[src/rtl/corr_pkg.sv]
// Shared types and width helpers for the per-window correlation accumulator.
package corr_pkg;

    typedef enum logic [1:0] {IDLE, ACCUM, DRAIN} corr_state_t;

    // Sample-count width; sums gain this many bits over a single term.
    function automatic int sw_of(input int max_samp);
        return $clog2(max_samp + 1);
    endfunction

    function automatic int acc_w(input int term_w, input int max_samp);
        return term_w + sw_of(max_samp);
    endfunction

endpackage

[src/rtl/corr_acc_lane.sv]
// One window's accumulator set and sample count; sum(f)/sum(f*f) exist only with CORR_FSUM_EN.
module corr_acc_lane
    import corr_pkg::*;
#(
    parameter int FW       = 3,
    parameter int GW       = 3,
    parameter int MAX_SAMP = 256,
    localparam int SW      = sw_of(MAX_SAMP)
) (
    input  logic                  clk,
    input  logic                  clear,
    input  logic                  en,
    input  logic [FW-1:0]         f,
    input  logic [GW-1:0]         g,
    output logic [GW+SW-1:0]      gsum,
    output logic [2*GW+SW-1:0]    g2sum,
    output logic [FW+GW+SW-1:0]   fgsum,
`ifdef CORR_FSUM_EN
    output logic [FW+SW-1:0]      fsum,
    output logic [2*FW+SW-1:0]    f2sum,
`endif
    output logic                  ovf
);

    logic [SW-1:0]       cnt;
    logic                full;
    logic                take;
    logic [2*GW-1:0]     g2;
    logic [FW+GW-1:0]    fg;

    assign full = (cnt == SW'(MAX_SAMP));
    assign take = en && !full;
    assign ovf  = en && full;
    // Widen before multiplying so the product keeps its full width.
    assign g2   = (2*GW)'(g) * (2*GW)'(g);
    assign fg   = (FW+GW)'(f) * (FW+GW)'(g);

`ifdef CORR_FSUM_EN
    logic [2*FW-1:0] f2;
    assign f2 = (2*FW)'(f) * (2*FW)'(f);
`endif

    always_ff @(posedge clk) begin
        if (clear) begin
            cnt   <= '0;
            gsum  <= '0;
            g2sum <= '0;
            fgsum <= '0;
`ifdef CORR_FSUM_EN
            fsum  <= '0;
            f2sum <= '0;
`endif
        end else if (take) begin
            cnt   <= cnt + 1'b1;
            gsum  <= gsum + (GW+SW)'(g);
            g2sum <= g2sum + (2*GW+SW)'(g2);
            fgsum <= fgsum + (FW+GW+SW)'(fg);
`ifdef CORR_FSUM_EN
            fsum  <= fsum + (FW+SW)'(f);
            f2sum <= f2sum + (2*FW+SW)'(f2);
`endif
        end
    end

endmodule

[src/rtl/corr_win_accum.sv]
// Per-window correlation accumulator: FSM, window pointer, drain index, place tags, output mux.
// Optional sum(f)/sum(f*f) outputs are enabled with CORR_FSUM_EN.
module corr_win_accum
    import corr_pkg::*;
#(
    parameter int NWIN       = 4,
    parameter int FW         = 3,
    parameter int GW         = 3,
    parameter int MAX_SAMP   = 256,
    parameter int PLACE_W    = 6,
    parameter int PLACE_STEP = 16,
    localparam int SW        = sw_of(MAX_SAMP)
) (
    input  logic                  clk,
    input  logic                  rst,
    input  logic                  start,
    input  logic                  in_valid,
    output logic                  in_ready,
    input  logic                  in_adv,
    input  logic [FW-1:0]         fdata,
    input  logic [GW-1:0]         gdata,
    input  logic                  flush,
    input  logic [PLACE_W-1:0]    startplace,
    output logic                  out_valid,
    input  logic                  out_ready,
    output logic [GW+SW-1:0]      out_gsum,
    output logic [2*GW+SW-1:0]    out_g2sum,
    output logic [FW+GW+SW-1:0]   out_fgsum,
`ifdef CORR_FSUM_EN
    output logic [FW+SW-1:0]      out_fsum,
    output logic [2*FW+SW-1:0]    out_f2sum,
`endif
    output logic [PLACE_W-1:0]    out_place,
    output logic                  out_last,
    output logic                  busy,
    output logic                  err_ovf
);

    localparam int PW = $clog2(NWIN + 1);
    localparam int KW = $clog2(NWIN);
    localparam logic [PW-1:0] PTR_FULL = PW'(NWIN);
    localparam logic [KW-1:0] K_LAST   = KW'(NWIN - 1);

    corr_state_t   state;
    logic [PW-1:0] ptr;
    logic [KW-1:0] k;
    logic [PLACE_W-1:0] place;
    logic          fire;
    logic          clear;

    logic [NWIN-1:0]                 lane_en;
    logic [NWIN-1:0]                 lane_ovf;
    logic [NWIN-1:0][GW+SW-1:0]      lane_gsum;
    logic [NWIN-1:0][2*GW+SW-1:0]    lane_g2sum;
    logic [NWIN-1:0][FW+GW+SW-1:0]   lane_fgsum;
`ifdef CORR_FSUM_EN
    logic [NWIN-1:0][FW+SW-1:0]      lane_fsum;
    logic [NWIN-1:0][2*FW+SW-1:0]    lane_f2sum;
`endif

    assign in_ready = (state == ACCUM) && (ptr < PTR_FULL);
    assign fire     = in_valid && in_ready && !start;
    assign clear    = rst || start;
    assign busy     = (state != IDLE);

    for (genvar i = 0; i < NWIN; i++) begin : g_lane
        assign lane_en[i] = fire && (ptr == PW'(i));
        corr_acc_lane #(.FW(FW), .GW(GW), .MAX_SAMP(MAX_SAMP)) u_lane (
            .clk   (clk),
            .clear (clear),
            .en    (lane_en[i]),
            .f     (fdata),
            .g     (gdata),
            .gsum  (lane_gsum[i]),
            .g2sum (lane_g2sum[i]),
            .fgsum (lane_fgsum[i]),
`ifdef CORR_FSUM_EN
            .fsum  (lane_fsum[i]),
            .f2sum (lane_f2sum[i]),
`endif
            .ovf   (lane_ovf[i])
        );
    end

    always_ff @(posedge clk) begin
        if (rst) begin
            state     <= IDLE;
            ptr       <= '0;
            k         <= '0;
            place     <= '0;
            out_valid <= 1'b0;
            err_ovf   <= 1'b0;
        end else if (start) begin
            state     <= ACCUM;
            ptr       <= '0;
            k         <= '0;
            out_valid <= 1'b0;
            err_ovf   <= 1'b0;
        end else begin
            case (state)
                ACCUM: begin
                    if (|lane_ovf)
                        err_ovf <= 1'b1;
                    if (in_adv && ptr < PTR_FULL)
                        ptr <= ptr + 1'b1;
                    if (flush) begin
                        state     <= DRAIN;
                        k         <= '0;
                        place     <= startplace;
                        out_valid <= 1'b1;
                    end
                end
                DRAIN: begin
                    // Back-to-back handshakes move one window per cycle.
                    if (out_valid && out_ready) begin
                        if (k == K_LAST) begin
                            out_valid <= 1'b0;
                            state     <= IDLE;
                        end else begin
                            k     <= k + 1'b1;
                            place <= place + PLACE_W'(PLACE_STEP);
                        end
                    end
                end
                default: ;
            endcase
        end
    end

    assign out_gsum  = out_valid ? lane_gsum[k]  : '0;
    assign out_g2sum = out_valid ? lane_g2sum[k] : '0;
    assign out_fgsum = out_valid ? lane_fgsum[k] : '0;
`ifdef CORR_FSUM_EN
    assign out_fsum  = out_valid ? lane_fsum[k]  : '0;
    assign out_f2sum = out_valid ? lane_f2sum[k] : '0;
`endif
    assign out_place = out_valid ? place : '0;
    assign out_last  = out_valid && (k == K_LAST);

endmodule

[config.mk]
export PLATFORM = sky130hd
export DESIGN_NAME = corr_win_accum
export DESIGN_NICKNAME = d
export VERILOG_FILES = /design/src/rtl/corr_pkg.sv /design/src/rtl/corr_acc_lane.sv /design/src/rtl/corr_win_accum.sv
export SDC_FILE = /design/constraint.sdc
export NUM_CORES = 1
export LEC_CHECK = 0
export CAP_MARGIN = 20
export CORE_MARGIN = 2
export CORE_UTILIZATION = 66
export CTS_CLUSTER_DIAMETER = 120
export DETAILED_ROUTE_END_ITERATION = 16
export PLACE_DENSITY = 0.95
export SETUP_SLACK_MARGIN = 0.05
export SYNTH_ARGS = -nofsm -noshare
export SYNTH_HDL_FRONTEND = slang
export SYNTH_SLANG_ARGS = --single-unit
[constraint.sdc]
create_clock -name clk -period 6.12 [get_ports clk]
set_input_delay 1.224 -clock clk [delete_from_list [all_inputs] [get_ports clk]]
set_output_delay 1.224 -clock clk [all_outputs]
set_load 0.005 [all_outputs]
==> results by stage, run 1 <==
GRT:
- After global routing, the most crowded layer is met2.
- Global routing used 33.8% of the available tracks across all layers.
- The maximum number of pins on one net before global-route repair is 83.
- The global route total overflow is 0.
- In the global route stage, met2 resource usage came out at 56.4%.
- The initial antenna violation count is 0.
- The via count of the first global-routing pass was 11.6k.
- The global-route met1 utilization is 42.7%.
- The met3 track demand over resource in global routing is 4.83%.
- The first global-routing pass estimated 56.8 mm of wire.

Floorplan:
- The number of ports placed on the die boundary is 72.
- The standard-cell row count is 51.
- The x dimension of the die is 145 µm.
- The die is 145 µm tall.
- The floorplan step defined a die boundary enclosing 20900 µm².
- The core area is 19400 µm².
- Once the floorplan was initialized, standard cells occupied 67.2% of the core.

Synthesis:
- The number of enable flip-flop cells after synthesis is 0.
- The most frequently used flop master after synthesis is sky130_fd_sc_hd__dfxtp_1.
- The post-synth net total is 1607.
- The number of standard cells after synthesis is 1497.
- The distinct cell type count of the synthesized netlist is 59.
- The count of yosys warnings during synthesis is 0.
- Of the synthesized area, sequential elements account for 33.5%.
- For this run, asynchronously set or reset flops after synthesis account for 0%.
- After synthesis the netlist holds a flip-flop and latch count of 218.
- The mean instance size in the synthesized netlist is 8.71 µm².
- The combined area of all synthesized cells is 13000 µm².

Finish:
- The sequential cells in the finished layout cover a total of 4370 µm².
- The net count of the finished layout is 1652.
- Compared with the post-synthesis result, the final layout area differs by 13.1%.
- In the final layout, the multi-input gates occupy 8200 µm².
- For this run, the share of the core covered by cells in the final layout is 76.0%.
- The number of antenna diodes in the final layout is 0.
- The fill cell instance count of the final layout is 1215.
- The share of final-layout standard cells stronger than drive strength 1 is 7.57%.

Clocking:
- The root buffer selected by CTS is sky130_fd_sc_hd__clkbuf_16.
- TritonCTS built the clock tree.
- The hold-fix buffer count after cts is 0.
- The deepest level of the CTS H-tree is 1.
- For this design, the sink count on the clock tree is 218.
- The total clock buffers created by CTS is 25.
- The clock passes through at most 3 buffers.
- Clock-pin slew was measured on the worst setup and hold paths at 0.07 ns.
- The later pin in the worst-skew pair is clocked with a latency of 0.53 ns.
- The number of setup buffers added after CTS is 0.
- The total of cells resized after clock tree synthesis is 0.

Place:
- Prior to clock tree synthesis, the placed netlist has a worst setup slack of 0.732 ns.
- The count of input and output buffers is 71.
- The placed wire-length estimate after detailed placement is 23.9 mm.
- The global placement routability congestion is 0.917.

Setup path:
- The largest single stage delay on the critical path is 0.70 ns.
- The critical path contains buffers and inverters numbering 2 combined.
- The peak fanout along the critical path is 10.
- The arrival time at the worst endpoint is 5.22 ns.
- The cell family contributing the most delay on the critical path is adder cells.
- Data on the critical path is required at its endpoint by 6.48 ns.
- The largest individual stage delay along the critical path comes from the cell sky130_fd_sc_hd__clkdlybuf4s50_1.
- The element type at the critical path start is an input port.
- Walking the worst path, the cells encountered are clkdlybuf4s50_1 -> nand2_1 -> fa_1 -> inv_1 -> ha_1 -> fa_1 -> xor2_1 -> ha_1 -> or2_2 -> o221ai_1 -> or4_1 -> a21oi_1.
- The critical path is of the input port to flop type.
- STA classifies the critical path endpoint as a flop.

Drt:
- The number of nets still failing antenna checks after routing is 0.
- Dividing the detail-routed wire length by the instance count gives 19.5 µm.
- The first detailed-routing pass ran for 9 iterations.
- The final layout contains routed wiring with a total length of 35.5 mm.
- The mean number of vias per cell is 6.67.
- The iteration-0 DRC count of the detailed router is 1286.
- The number of remaining DRC errors is 0.
- The total vias in the final route is 12.2k.

Power:
- Power spread over the standard cell area amounts to 213 nW/µm².
- The reported leakage power is 5.10 nW.
- The worst-case IR drop observed on VDD is 0.000204 V.

Run status:
- The flow ran to the end, and the final reports show no timing, DRC or antenna violations.

STA:
- Setup repair after global routing left no endpoint under its margin.
- The worst-case clock skew is 0.0142 ns.
- The fmax is 206 MHz.
- Setup violations remaining at the end of the flow were counted as 0.
- The clock period could shrink to 4.86 ns.
- The number of pins exceeding their max-slew limit in the final report is 0.
- The worst hold-check slack is 0.479 ns.
- Once routing completed, OpenROAD measured the worst setup slack at 1.26 ns.
- The period utilization is 79.5%.
- The final count of hold timing violations is 0.
- The relative slew slack is 31.7%.
- The final sum of negative setup slack is 0 ns.
- For the pin with the worst max-slew slack, the measured transition is 1.02 ns.

Min path:
- The min-delay analysis places its worst path in the category flop to flop.

Job:
- The number of maximum-capacitance violations is 0.
==> synthesized netlist by cell type, types with 3 or more instances <==
cell,instances,area [µm²]
sky130_fd_sc_hd__and2_1,66,413
sky130_fd_sc_hd__a211oi_1,28,210
sky130_fd_sc_hd__o21a_1,3,22.5
sky130_fd_sc_hd__nor4_1,30,188
sky130_fd_sc_hd__nand3_1,61,305
sky130_fd_sc_hd__buf_1,6,22.5
sky130_fd_sc_hd__nor2_1,122,458
sky130_fd_sc_hd__nand4_1,29,181
sky130_fd_sc_hd__nand2b_1,3,18.8
sky130_fd_sc_hd__a211o_1,9,78.8
sky130_fd_sc_hd__buf_4,6,45.0
sky130_fd_sc_hd__o211ai_1,12,90.1
sky130_fd_sc_hd__clkbuf_1,40,150
sky130_fd_sc_hd__o21ai_0,63,315
sky130_fd_sc_hd__and3_1,17,106
sky130_fd_sc_hd__a31oi_1,6,37.5
sky130_fd_sc_hd__ha_1,81,1010
sky130_fd_sc_hd__and4_1,9,78.8
sky130_fd_sc_hd__a21oi_1,126,631
sky130_fd_sc_hd__o31ai_1,24,180
sky130_fd_sc_hd__fa_1,10,200
sky130_fd_sc_hd__nand2_1,146,548
sky130_fd_sc_hd__mux4_2,42,946
sky130_fd_sc_hd__nor4b_1,12,105
sky130_fd_sc_hd__dfxtp_1,218,4360
sky130_fd_sc_hd__buf_2,16,80.1
sky130_fd_sc_hd__o2111ai_1,6,52.6
sky130_fd_sc_hd__a21o_1,21,158
sky130_fd_sc_hd__or2_2,10,62.6
sky130_fd_sc_hd__xor2_1,20,175
sky130_fd_sc_hd__inv_1,49,184
sky130_fd_sc_hd__xnor2_1,69,604
sky130_fd_sc_hd__or4_1,23,173
sky130_fd_sc_hd__o21bai_1,3,22.5
sky130_fd_sc_hd__nor3_1,17,85.1
sky130_fd_sc_hd__or3_1,50,313
sky130_fd_sc_hd__mux2i_1,10,100
sky130_fd_sc_hd__o41ai_1,5,43.8
==> metal layers <==
layer  share of wire [%]  vias up
met5                   0        -
li1                    -     5582
met1                  39     5778
met3                 8.7      143
met4                 4.6        0
met2                  48      655
==> cells by family (layout without fill, tap and decap cells) <==
group / after synthesis / count (layout) / synth area share [%]
fa+ha+maj: 91 / 91 / 9.31
compound gates: 318 / 318 / 15.0
buf+inv: 117 / 179 / 3.69
xor+xnor: 89 / 89 / 5.98
flops: 218 / 218 / 33.5
simple gates: 612 / 612 / 24.6
mux: 52 / 52 / 8.02
==> state kept, by name (all words and copies together), names as in the netlist <==
register,cells
g_lane.u_lane.fgsum,60
g_lane.u_lane.g2sum,60
g_lane.u_lane.gsum,48
g_lane.u_lane.cnt,36
place,6
ptr,3
k,2
err_ovf,1
out_valid,1
state,1
==> cell type report <==
type / count / area share [%]
Multi-Input combinational cell: 1162 / 55.6
Sequential cell: 218 / 29.6
Timing Repair Buffer: 86 / 5.73
Clock buffer: 35 / 4.70
Tap cell: 265 / 2.25
Inverter: 49 / 1.25
Clock inverter: 9 / 0.874
==> cell usage in the layout (no fill, tap or decap), types with 12 or more instances in the layout <==
cell / count
sky130_fd_sc_hd__a211oi_1: 28
sky130_fd_sc_hd__dfxtp_1: 216
sky130_fd_sc_hd__ha_1: 81
sky130_fd_sc_hd__nor3_1: 17
sky130_fd_sc_hd__xor2_1: 20
sky130_fd_sc_hd__or3_1: 50
sky130_fd_sc_hd__nor4b_1: 12
sky130_fd_sc_hd__a21oi_1: 126
sky130_fd_sc_hd__and3_1: 17
sky130_fd_sc_hd__clkbuf_16: 25
sky130_fd_sc_hd__o21ai_0: 63
sky130_fd_sc_hd__and2_1: 66
sky130_fd_sc_hd__nor4_1: 30
sky130_fd_sc_hd__nand3_1: 61
sky130_fd_sc_hd__or4_1: 23
sky130_fd_sc_hd__nand4_1: 29
sky130_fd_sc_hd__o31ai_1: 24
sky130_fd_sc_hd__clkdlybuf4s50_1: 71
sky130_fd_sc_hd__mux4_2: 42
sky130_fd_sc_hd__o211ai_1: 12
sky130_fd_sc_hd__buf_4: 12
sky130_fd_sc_hd__a21o_1: 21
sky130_fd_sc_hd__nor2_1: 122
sky130_fd_sc_hd__inv_1: 49
sky130_fd_sc_hd__nand2_1: 146
sky130_fd_sc_hd__xnor2_1: 69
==> path summary, 6_finish.rpt <==
check	start	end	slack, ns	cells past startpoint
max reg2reg	out_valid	g_lane[1].u_lane.g2sum[5]	2.89	5
min reg2reg	ptr[2]	ptr[2]	0.48	2
max	gdata[1]	g_lane[2].u_lane.fgsum[11]	1.26	12
min	ptr[2]	ptr[2]	0.48	2
==> metrics by stage <==
| stage | power (mW) | instance area [µm²] | std cells |
|---|---|---|---|
| final | 3.15 | 14800 | 1824 |
| after global placement | 1.63 | 13900 | 1779 |
| after detailed placement | 1.64 | 13900 | 1779 |
| after CTS | 3.13 | 14700 | 1823 |
| after floorplan | 1.58 | 13000 | 1497 |
| after global routing | 3.22 | 14800 | 1824 |
==> tightest hold or removal path, cell delays in order (launching register included) <==
cell and delay (ns):
sky130_fd_sc_hd__dfxtp_1 0.31, sky130_fd_sc_hd__inv_1 0.06, sky130_fd_sc_hd__a21oi_1 0.06
==> power breakdown <==
part           total [mW]  internal (mW)  switching [mW]  leakage [nW]
logic               0.191         0.0729           0.118          2.95
registers            1.43           1.42         0.00412          1.76
clock network        1.53          0.915           0.614         0.397
total                3.15           2.41           0.736          5.10
(Power assumes the default switching activity.)
==> inputs of run 2 (changes only) <==
--- a/config.mk
+++ b/config.mk
@@ -7,10 +7,10 @@
 export LEC_CHECK = 0
 export CAP_MARGIN = 20
 export CORE_MARGIN = 2
-export CORE_UTILIZATION = 66
+export CORE_UTILIZATION = 61
 export CTS_CLUSTER_DIAMETER = 120
 export DETAILED_ROUTE_END_ITERATION = 16
-export PLACE_DENSITY = 0.95
+export PLACE_DENSITY = 0.89
 export SETUP_SLACK_MARGIN = 0.05
 export SYNTH_ARGS = -nofsm -noshare
 export SYNTH_HDL_FRONTEND = slang
==> constraint.sdc (replaced) <==
create_clock -name clk -period 4.6 [get_ports clk]
set_input_delay 0.92 -clock clk [delete_from_list [all_inputs] [get_ports clk]]
set_output_delay 0.92 -clock clk [all_outputs]
set_load 0.005 [all_outputs]
==> results by stage, run 2 (synthesis gave the netlist of run 1 again) <==
Run status:
- The run finished with clean final reports.

Setup path:
- The worst setup path is captured at a flop.
- The worst reg2reg path startpoint is out_valid.
- The element type at the critical path start is an input port.
- The path type of the worst setup path is input port to flop.
- The end of the worst register-to-register path is g_lane[2].u_lane.fgsum[4].
- The cell depth of the worst flop-to-flop path was 5 (unchanged).
- The arrival time at the worst endpoint is 4.65 ns (-0.57 ns).
- The slack of the worst reg-to-reg path is 1.35 ns (-1.54 ns).
- The worst endpoint required time is 5.04 ns (-1.44 ns).
- The peak fanout along the critical path is 8 (-2).

Finish:
- The net count of the finished layout is 1665 (+0.79%).
- The area added between synthesis and finish is 14.1%.
- The finished layout cell area came to 14900 µm² (+0.80%).
- The library cells used most frequently in the layout, excluding fill and tap cells, are 215 x sky130_fd_sc_hd__dfxtp_1, 146 x sky130_fd_sc_hd__nand2_1, 126 x sky130_fd_sc_hd__a21oi_1, 122 x sky130_fd_sc_hd__nor2_1, 81 x sky130_fd_sc_hd__ha_1.
- The share of final-layout standard cells stronger than drive strength 1 is 8.47% (+0.90 points).
- In the final layout, the registers with the most flip-flops are g_lane.u_lane.fgsum x60, g_lane.u_lane.g2sum x60, g_lane.u_lane.gsum x48.
- The most common cell after layout, fill and taps aside is sky130_fd_sc_hd__dfxtp_1.
- The fill cell instance count of the final layout is 1495 (+23%).
- The number of antenna cells inserted came to 0 (unchanged).

Power:
- The reported leakage power is 5.17 nW (+1.4%).
- The largest vdd supply drop is 0.000301 V (+47%).
- The power per cell area is 280 nW/µm² (+31%).

Drt:
- The number of nets still failing antenna checks after routing is 0 (unchanged).
- The number of remaining DRC errors is 0 (unchanged).
- The first-pass detailed-route iteration total is 6 (-3).
- The mean number of vias per cell was 6.51 (-2.4%).
- The final wirelength is 35.2 mm (-0.69%).
- The iteration-0 DRC count of the detailed router is 1034 (-20%).
- The routed length per placed instance is 19.1 µm (-1.8%).
- The total vias in the final route came to 12.0k (-1.3%).

STA:
- The time the worst path needs with I/O delays and setup is 4.21 ns.
- The number of failing setup endpoints in the final timing report is 0 (unchanged).
- The final count of hold timing violations is 0 (unchanged).
- Setup repair after global routing left no endpoint under its margin.
- The relative slew slack came to 26.3% (-5.4 points).
- The slew of the pin with the lowest slew margin is 1.11 ns (+0.0816 ns).
- The worst hold-check slack came to 0.473 ns (-0.00676 ns).
- The worst-case clock skew was 0.00903 ns (-0.00514 ns).
- The period utilization is 91.6%.
- The number of pins exceeding their max-slew limit in the final report is 0 (unchanged).
- Timing would allow up to 237 MHz.

Floorplan:
- The number of ports placed on the die boundary is 72 (unchanged).
- The x dimension of the die was 150 µm (+3.9%).
- The core area was 21000 µm² (+8.4%).
- The area of the die was 22600 µm² (+8.0%).
- The standard-cell row count is 53 (+3.9%).
- The effective utilization at floorplan is 62.0% (-5.2 points).
- The die boundary height is 150 µm (+3.9%).

Clocking:
- The clock latency at the later pin of the worst-skew pair was 0.52 ns (about the same).
- The clock sink total is 218 (unchanged).
- TritonCTS built the clock tree.
- The total of cells resized after clock tree synthesis was 0 (unchanged).
- The root buffer selected by CTS is sky130_fd_sc_hd__clkbuf_16.
- The post-CTS clock slew at the launch and capture registers of the worst setup and hold paths was 0.06 ns (about the same).
- The deepest level of the CTS H-tree is 1 (unchanged).
- The number of setup buffers added after CTS was 0 (unchanged).
- The total clock buffers created by CTS came to 24 (-4.0%).
- The maximum clock path buffer count is 3 (unchanged).
- The hold-fix buffer count after cts came to 0 (unchanged).

Place:
- The instance area after placement came to 14000 µm² (+0.85%).
- The count of input and output buffers is 71 (unchanged).
- The global placement routability congestion is 0.896 (-2.3%).
- The placed wire-length estimate after detailed placement was 23.9 mm (about the same).

Min path:
- In this run the worst hold path is classified as flop to flop.
- The startpoint of the most critical hold path is g_lane[2].u_lane.gsum[0].
- The hold path endpoint is g_lane[2].u_lane.gsum[0].
- The hold-critical path depth was 2 (unchanged).

GRT:
- The overall track demand over capacity in global routing is 31.7% (-2.0 points).
- The maximum number of pins on one net before global-route repair is 89 (+7.2%).
- The via count of the first global-routing pass is 12.0k (+3.5%).
- The initial antenna violation count is 0 (unchanged).
- The global route total overflow is 0 (unchanged).
- The first-pass GRT wire length is 58.2 mm (+2.4%).

Job:
- The number of maximum-capacitance violations is 0 (unchanged).
-- run 2: cell types whose count changed in the layout (fill, tap and decap cells not counted), sizes merged --
cell | before | now
clkinv | 3 | 2
inv | 50 | 49
bufinv | 3 | 2
clkinvlp | 2 | 0
buf | 14 | 29
clkbuf | 36 | 37
-- run 2: area by class of cell --
| class | count | area, µm² | area share (%) |
|---|---|---|---|
| multi-input combinational | 1162 | 8200 | 55.2 |
| inverter | 49 | 184 | 1.24 |
| clock inverter | 4 | 70.1 | 0.471 |
| sequential | 218 | 4370 | 29.4 |
| tap | 275 | 344 | 2.31 |
| clock buffer | 37 | 751 | 5.05 |
| timing repair buffer | 100 | 951 | 6.40 |
-- run 2: worst max-delay path by stage --
| stage | startpoint | end | cells after the start |
|---|---|---|---|
| final | gdata[1] | g_lane[2].u_lane.fgsum[9] | 14 |
| after CTS | gdata[1] | g_lane[1].u_lane.fgsum[13] | 12 |
| after detailed placement | gdata[1] | g_lane[0].u_lane.fgsum[7] | 12 |
| after floorplan | fdata[0] | g_lane[1].u_lane.fgsum[13] | 11 |
| after global routing | gdata[1] | g_lane[0].u_lane.fgsum[10] | 13 |
| after global placement | gdata[1] | g_lane[0].u_lane.fgsum[7] | 12 |
-- run 2: critical path: stages --
cell	delay [ns]
sky130_fd_sc_hd__clkdlybuf4s50_1	0.56
sky130_fd_sc_hd__nand2_1	0.10
sky130_fd_sc_hd__fa_1	0.51
sky130_fd_sc_hd__inv_1	0.05
sky130_fd_sc_hd__ha_1	0.22
sky130_fd_sc_hd__fa_1	0.53
sky130_fd_sc_hd__buf_4	0.18
sky130_fd_sc_hd__ha_1	0.32
sky130_fd_sc_hd__o21ai_0	0.14
sky130_fd_sc_hd__nor2_1	0.22
sky130_fd_sc_hd__o221ai_1	0.17
sky130_fd_sc_hd__buf_4	0.18
sky130_fd_sc_hd__or4_1	0.40
sky130_fd_sc_hd__a21oi_1	0.15
-- run 2: layer usage --
| layer | wire (µm) | part of all wire (%) | up-vias | track usage [%] |
|---|---|---|---|---|
| met1 | 14000 | 40 | 5736 | 39.1 |
| met2 | 17200 | 49 | 566 | 54.9 |
| met5 | 0 | 0 | - | 0 |
| met3 | 2440 | 6.9 | 119 | 3.91 |
| li1 | - | - | 5585 | - |
| met4 | 1550 | 4.4 | 0 | 15.8 |
-- run 2: report_power, final --
group | total (mW) | switching, mW | leakage, nW | internal [mW]
clock | 2.00 | 0.776 | 0.406 | 1.22
combinational | 0.268 | 0.160 | 3.01 | 0.108
sequential | 1.90 | 0.00755 | 1.76 | 1.89
total | 4.17 | 0.943 | 5.17 | 3.22
-- run 2: stage by stage --
stage               setup TNS (ns)  utilization [%]  std cells  power [mW]  setup WS, ns
finish                           0             70.7       1845        4.17         0.388
CTS                              0             70.7       1844        4.17         0.286
floorplan                        0                -       1497        2.11         0.835
detailed placement           -1.48             66.8       1803        2.20        -0.198
global placement            -0.512             66.8       1803        2.19        -0.131
global route                     0             70.7       1845        4.27         0.230
